File: src/rtl/gate_pkg.sv
// Shared definitions for the gate truth-table scanner: op encodings, FSM state, gate evaluation.
package gate_pkg;

    localparam logic [2:0] OP_AND  = 3'd0;
    localparam logic [2:0] OP_OR   = 3'd1;
    localparam logic [2:0] OP_XOR  = 3'd2;
    localparam logic [2:0] OP_NAND = 3'd3;
    localparam logic [2:0] OP_NOR  = 3'd4;
    localparam logic [2:0] OP_XNOR = 3'd5;

    localparam int unsigned MAX_IN = 8;

    typedef enum logic [1:0] {
        S_IDLE = 2'd0,
        S_RUN  = 2'd1,
        S_DONE = 2'd2
    } state_t;

    // Reduction gate over the low n bits of vec; reserved ops give 0.
    function automatic logic gate_eval(input logic [2:0] op, input logic [7:0] vec,
                                       input int unsigned n);
        logic [7:0] mask;
        logic       r_and;
        logic       r_or;
        logic       r_xor;
        mask  = 8'((16'd1 << n) - 16'd1);
        r_and = &(vec | ~mask);
        r_or  = |(vec & mask);
        r_xor = ^(vec & mask);
        case (op)
            OP_AND:  gate_eval = r_and;
            OP_OR:   gate_eval = r_or;
            OP_XOR:  gate_eval = r_xor;
            OP_NAND: gate_eval = ~r_and;
            OP_NOR:  gate_eval = ~r_or;
            OP_XNOR: gate_eval = ~r_xor;
            default: gate_eval = 1'b0;
        endcase
    endfunction

endpackage

File: src/rtl/gate_eval_unit.sv
// Purely combinational N_IN-input gate, operation selected by op.
module gate_eval_unit
    import gate_pkg::*;
#(
    parameter int unsigned N_IN = 2
) (
    input  logic [2:0]      op,
    input  logic [N_IN-1:0] vec,
    output logic            y
);

    always_comb begin
        y = gate_eval(op, 8'(vec), N_IN);
    end

endmodule

File: src/rtl/gate_truth_scanner.sv
// Walks an N_IN-bit vector through all combinations, holding each HOLD_CYCLES cycles,
// and captures the gate truth table plus its ones-count.
module gate_truth_scanner
    import gate_pkg::*;
#(
    parameter int unsigned N_IN        = 2,
    parameter int unsigned HOLD_CYCLES = 1
) (
    input  logic                  clk,
    input  logic                  rst_n,
    input  logic                  start,
    input  logic [2:0]            op,
    output logic                  busy,
    output logic                  vec_valid,
    output logic [N_IN-1:0]       vec,
    output logic                  y,
    output logic                  done,
    output logic [(1<<N_IN)-1:0]  table_out,
    output logic [N_IN:0]         ones_count
);

    localparam int unsigned TW = 1 << N_IN;
    localparam int unsigned IW = N_IN + 1;
    localparam int unsigned CW = N_IN + 1;
    localparam int unsigned HW = 8;

    state_t          state;
    logic [2:0]      op_q;
    logic [IW-1:0]   idx;
    logic [HW-1:0]   hold_cnt;
    logic            eval_y;
    logic            last_hold;
    logic            last_idx;

    // idx runs past the last combination to 2^N_IN, whose low bits park vec at 0.
    assign vec       = idx[N_IN-1:0];
    assign y         = vec_valid & eval_y;
    assign last_hold = (hold_cnt == HW'(HOLD_CYCLES - 1));
    assign last_idx  = (idx == IW'(TW - 1));

    gate_eval_unit #(.N_IN(N_IN)) u_eval (
        .op  (op_q),
        .vec (vec),
        .y   (eval_y)
    );

    always_ff @(posedge clk) begin
        if (!rst_n) begin
            state      <= S_IDLE;
            busy       <= 1'b0;
            vec_valid  <= 1'b0;
            done       <= 1'b0;
            table_out  <= '0;
            ones_count <= '0;
            op_q       <= '0;
            idx        <= '0;
            hold_cnt   <= '0;
        end else begin
            case (state)
                S_IDLE: begin
                    done <= 1'b0;
                    if (start) begin
                        state      <= S_RUN;
                        op_q       <= op;
                        idx        <= '0;
                        hold_cnt   <= '0;
                        table_out  <= '0;
                        ones_count <= '0;
                        busy       <= 1'b1;
                        vec_valid  <= 1'b1;
                    end
                end
                S_RUN: begin
                    if (last_hold) begin
                        hold_cnt                  <= '0;
                        table_out[idx[N_IN-1:0]]  <= y;
                        ones_count                <= ones_count + CW'(y);
                        idx                       <= idx + IW'(1);
                        if (last_idx) begin
                            state     <= S_DONE;
                            busy      <= 1'b0;
                            vec_valid <= 1'b0;
                            done      <= 1'b1;
                        end
                    end else begin
                        hold_cnt <= hold_cnt + HW'(1);
                    end
                end
                S_DONE: begin
                    done  <= 1'b0;
                    state <= S_IDLE;
                end
                default: state <= S_IDLE;
            endcase
        end
    end

endmodule

File: config.mk
export PLATFORM = sky130hd
export DESIGN_NAME = gate_truth_scanner
export DESIGN_NICKNAME = d
export VERILOG_FILES = /design/src/rtl/gate_pkg.sv /design/src/rtl/gate_eval_unit.sv /design/src/rtl/gate_truth_scanner.sv
export SDC_FILE = /design/constraint.sdc
export NUM_CORES = 1
export LEC_CHECK = 0
export BUFFER_PORTS_ARGS = -buffer_cell sky130_fd_sc_hd__buf_2
export CAP_MARGIN = 0
export CORE_MARGIN = 4
export CORE_UTILIZATION = 60
export DETAILED_ROUTE_END_ITERATION = 10
export MAX_ROUTING_LAYER = met4
export PLACE_DENSITY = 0.8
export SLEW_MARGIN = 40
export SYNTH_ARGS = -nofsm -noshare
export SYNTH_HDL_FRONTEND = slang
export SYNTH_SLANG_ARGS = --single-unit
File: constraint.sdc
create_clock -name clk -period 4.3 [get_ports clk]
set_clock_uncertainty 0.1 [all_clocks]
set_input_delay 0.86 -clock clk [delete_from_list [all_inputs] [get_ports clk]]
set_output_delay 0.86 -clock clk [all_outputs]
set_load 0.005 [all_outputs]
Yosys cells after proc, flatten, opt, wreduce, memory -nomap -nowiden. Cells that the tools add are included.

Register bits after elaboration: 25. Bits in latches: 0. RAM bits: 0. Bits in read-only memories: 0. Input bits: 6. Output and inout bits: 13. Logic and storage cells: 70. Memories: 0.

Add/sub/neg operators: 3. $mul: 0. Divide/modulo/power cells: 0. $lt $le $gt $ge: 2. Eq/ne operators: 11. Shifts and indexed selects: 0. Mux-type cells: 26. Bitwise logic cells: 4. Reduce and logical (&&, ||, !) cells: 16.

Operators by type and width (count): $mux W8 (2); $pmux W8 S2 (1); $pmux W3 S2 (2); $eq A3 B2 Y1 const B (3); $mux W3 (3); $reduce_and A3 Y1 (3); $add A8 B1 Y8 const B (1); $logic_not A8 Y1 (1); $mux W4 (2); $pmux W4 S2 (1); $reduce_xor A8 Y1 (1); $eq A3 B3 Y1 const B (2); $mux W1 (6); $mux W2 (3); $ne A2 B2 Y1 const B (3); $pmux W1 S6 (1); $reduce_and A2 Y1 (3); $bwmux W4 (1); $pmux W1 S2 (2); $pmux W2 S2 (1); $reduce_and A4 Y1 (1); $reduce_bool A2 Y1 (2); $reduce_or A2 Y1 (2); $add A3 B1 Y3 (1); other kinds (12) (14).

Depth between registers and ports, before layout.
Depth in word-level cells: 7. Mapped depth: 10. Depth with buffers taken out: 10.

Modules after synthesis. A second synthesis with hierarchy kept.

Cells, all modules: 161. Area total of the unflattened synthesis: 1386.3 sq um.

By module, submodules not included: gate_truth_scanner (instances 1, cells an instance 148, area each 1291.2 sq um, seq. area each 500.5 sq um); gate_eval_unit (instances 1, cells an instance 13, area each 95.1 sq um, seq. area each 0.0 sq um).

Worst setup path after synthesis. OpenSTA, ideal clock, no wires.

Path type: register to output. Start: register idx[0]. End: output port y. Arrival time: 1362 ps. Data required time: 3340 ps. Slack: 1978 ps. Stages on the path, launching flop included: 5. Buffers on the path: 0. Cell sequence: dfxtp_1 -> inv_1 -> ha_1 -> a2111oi_0 -> a211o_1.

Word-level cells in the longest chain between the ends: 4. Elaborated cells on any way between the ends: 8. Classes of those cells: 1 x mux; 4 x bitwise; 3 x reduce/logical.

RTL lines: start, declared (RTL line gate_truth_scanner.sv:29) `logic [IW-1:0] idx;`; start signal, assigned (RTL line gate_truth_scanner.sv:78) `idx <= idx + IW'(1);`; $reduce_xor A8 Y1, or another cell as far along (RTL line gate_pkg.sv:29) `r_xor = ^(vec & mask);`; $not A1 Y1, on equally long branches (RTL line gate_pkg.sv:36, gate_pkg.sv:34, gate_pkg.sv:35); $pmux W1 S6 (*) (RTL line gate_pkg.sv:30) `case (op)`; $and A1 B1 Y1 (*) (RTL line gate_truth_scanner.sv:37) `assign y = vec_valid & eval_y;`; end, declared (RTL line gate_truth_scanner.sv:16) `output logic y,`.

Every way passes the cells marked *; elsewhere a longest branch is shown, timed or not.

Worst setup path after layout. Ends and elaborated chain as after synthesis.

==> out/summary.json <==
{
  "run_status": {
    "status": "finished, final reports clean"
  },
  "synth": {
    "synthXorXnorAreaFrac_pct": 1.32,
    "complex_gate_fraction_of_the_synthesized_area_pct": 16.9,
    "yosysSeqAreaShare_pct": 37.7,
    "syn_area_per_cell_um2": 8.80,
    "synth-edff-count": 0,
    "post_synth_most_frequent_cells": "25 x sky130_fd_sc_hd__dfxtp_1, 16 x sky130_fd_sc_hd__nand2_1, 15 x sky130_fd_sc_hd__a21oi_1",
    "post_synth_mux_area_share_pct": 3.01,
    "netlist.area_leader.share_pct": 37.7,
    "synth_flop_cell": "sky130_fd_sc_hd__dfxtp_1",
    "synth_area_leader_cell": "sky130_fd_sc_hd__dfxtp_1",
    "synthMostInstantiatedCell": "sky130_fd_sc_hd__dfxtp_1",
    "synth.yosys.warnings": 0,
    "synthesis.nets": 166,
    "post_synth_main_area_contributors": "sky130_fd_sc_hd__dfxtp_1 38%, sky130_fd_sc_hd__ha_1 8.5%, sky130_fd_sc_hd__a21oi_1 5.6%, sky130_fd_sc_hd__nand2_1 4.5%, sky130_fd_sc_hd__mux2i_1 3.0%",
    "synth_top_family_by_area": "simple AND/OR/NAND/NOR gates",
    "synthDistinctLibCells": 41,
    "async_flop_share_pct": 0,
    "synth.cell_area_um2": 1330,
    "ys_seq_elements": 25,
    "netlist_instances": 151,
    "synth_adder_area_share_pct": 8.47,
    "synth-simple-area-share_pct": 25.9
  },
  "worst_setup_path": {
    "worst_setup_path_end_kind": "output port",
    "reg2reg_from": "idx[0]",
    "crit_slowest_cell": "sky130_fd_sc_hd__a2111oi_0",
    "crit_arrival_ns": 2.07,
    "critPathRequiredTime_ns": 3.34,
    "path_depth": 5,
    "endpoint": "y",
    "reg2reg_to": "ones_count[2]",
    "critPathBufInv": 2,
    "critPathTopFamily": "compound AO/OA/AOI/OAI gates",
    "timing.critical_path.from_type": "register",
    "path_class": "reg -> out",
    "crit_fanout": 6,
    "worst_path_largest_cell_delay_ns": 0.47,
    "critPathLaunch": "idx[0]",
    "ff2ff_path_depth": 9,
    "list_of_cells_traversed_by_the_critical_path": "inv_1 -> ha_1 -> a2111oi_0 -> a211o_1 -> buf_2",
    "r2r_slack_ns": 1.83
  },
  "clock_network": {
    "cts_htree_levels": 1,
    "postCtsResizedCells": 0,
    "clkSlewWorstSetupHoldPaths_ns": 0.13,
    "cts_hold_buf": 0,
    "tritoncts_clock_tree": "done",
    "tritoncts.num_buffers": 3,
    "clock_tree.buffer_depth": 2,
    "clkSinkCount": 25,
    "post-cts-setup-buffer-count": 0,
    "clock_tree.root_cell": "sky130_fd_sc_hd__clkbuf_4",
    "insertion_delay_ns": 0.30
  },
  "pwr": {
    "pwr-share-comb_pct": 10.7,
    "netSwitchingPower_w": 0.0000983,
    "clock_power_share_pct": 26.6,
    "swShare_pct": 25.5,
    "leakage_nw": 0.643,
    "seq_power_share_pct": 62.7,
    "power.density_cell_area_nw_per_um2": 271,
    "vdd_drop_max_mv": 0.198,
    "internal_power_w": 0.000288
  },
  "floorplanning": {
    "start_util_pct": 65.1,
    "design.core.area_um2": 2040,
    "placement_rows": 16,
    "fp.dieArea_um2": 3030,
    "die_width_um": 55.1,
    "io-pin-count": 19,
    "floorplan.die.height_um": 55.1
  },
  "cells_and_area": {
    "area.growth.synth_to_final_pct": 7.16,
    "layout-drive-gt1-share_pct": 18.8,
    "finalNonFillerCells": 192,
    "final_net_count": 181,
    "insertedDiodeCount": 0,
    "final.fill_count": 172
  },
  "timing": {
    "layout_worst_path_cycle_share_pct": 70.4,
    "timing.max_slew.rel_slack_pct": 61.5,
    "setup_viol": 0,
    "setup_tns_ns": 0,
    "actual_slew_at_the_worst_max_slew_pin_ns": 0.577,
    "fmax_ghz": 0.330,
    "final_period_minus_worst_setup_slack_ns": 3.03,
    "drv_slew": 0,
    "grt_setup_unrepaired": "false",
    "hold_viol_final": 0,
    "setup_ws_ns": 1.27
  },
  "min_path": {
    "min_path_type": "reg -> reg",
    "whs_path_depth": 2
  },
  "place": {
    "buffer_ports.inserted": 18,
    "placedCellCount": 188,
    "post-place-ws_ns": 1.67,
    "gp_routability_congestion": 0.872,
    "sum_of_net_half_perimeters_after_detailed_placement_mm": 2.03
  },
  "routing": {
    "drc": 0,
    "routedWlPerCell_um": 14.3,
    "detail_route.iter0.violations": 33,
    "routed-via-count": 1154,
    "drt_pass1_iterations": 4,
    "final_antenna_net_count": 0,
    "totalWireLength_mm": 2.75,
    "drt-vias-per-instance": 6.01
  },
  "global_route": {
    "grt_start_max_net_pins": 14,
    "grt_overflow_total": 0,
    "grt_pass1_wl_mm": 4.73,
    "grt_pass1_vias": 1055,
    "global_route_usage_over_all_layers_pct": 21.9,
    "grt_antenna_before_repair": 0
  },
  "job": {
    "cap_viol_max_count": 0
  }
}
## state kept, by name (all words and copies together), names as in the netlist
| signal | cells |
|---|---|
| hold_cnt | 8 |
| table_out | 4 |
| idx | 3 |
| ones_count | 3 |
| op_q | 3 |
| state | 2 |
| done | 1 |
| vec_valid | 1 |
## routing by layer
layer  wire length, µm  GRT usage, %  vias to the layer above
li1                  -             -                      570
met1              1400          31.1                      553
met2              1210          31.5                       29
met3               115          3.22                        2
met4                19          8.10                        0
met5                 0             -                        -
## layout by cell type, fill, tap and decap left out, drive strengths merged, types with 5 or more instances in the layout
master / netlist / final
a21oi: 15 / 15
dfxtp: 25 / 25
buf: 6 / 18
and3: 5 / 5
ha: 9 / 9
nor2: 9 / 9
inv: 9 / 9
nand3: 8 / 8
nand2: 16 / 16
## power groups by stage
stage	Sequential [W]	Clock (W)	Combinational [W]
6_report	0.000242	0.000103	0.0000413
3_5_place_dp	0.000247	0	0.0000408
3_3_place_gp	0.000247	0	0.0000386
2_1_floorplan	0.000245	0	0.0000337
5_1_grt	0.000243	0.000117	0.0000461
4_1_cts	0.000242	0.000109	0.0000410
## cell type report
| type | instances | area [µm²] | area share, % |
|---|---|---|---|
| timing repair buffer | 18 | 90.1 | 6.33 |
| inverter | 9 | 33.8 | 2.37 |
| clock buffer | 4 | 26.3 | 1.85 |
| tap | 27 | 33.8 | 2.37 |
| sequential | 25 | 500 | 35.1 |
| multi-input combinational | 109 | 739 | 51.9 |
## cell families (layout without fill, tap and decap cells)
logic type / count (synthesis) / after routing
XOR/XNOR: 2 / 2
adder cells (fa/ha/maj): 9 / 9
AO/OA/AOI/OAI: 35 / 35
multiplexers: 4 / 4
flip-flops: 25 / 25
buffers and inverters: 17 / 31
AND/OR/NAND/NOR: 59 / 59
## how the worst min path moves through the flow
stage / start / end
2_1_floorplan: done / done
3_3_place_gp: done / done
3_5_place_dp: done / done
4_1_cts: done / done
5_1_grt: done / done
6_report: done / done
## through the flow
step	instance area [µm²]	total power [W]	hold slack, ns	utilization [%]
floorplan	1330	0.000279	0.339	-
global placement	1400	0.000285	0.332	68.4
detailed placement	1400	0.000288	0.341	68.4
CTS	1420	0.000392	0.361	69.7
global route	1420	0.000406	0.397	69.7
finish	1420	0.000386	0.357	69.7
## tightest hold or removal path: stages, from the launching register on
cell	delay, ns
sky130_fd_sc_hd__dfxtp_1	0.33
sky130_fd_sc_hd__inv_1	0.05
sky130_fd_sc_hd__a21oi_1	0.05
Note: power is estimated with default switching activity, not from simulation.
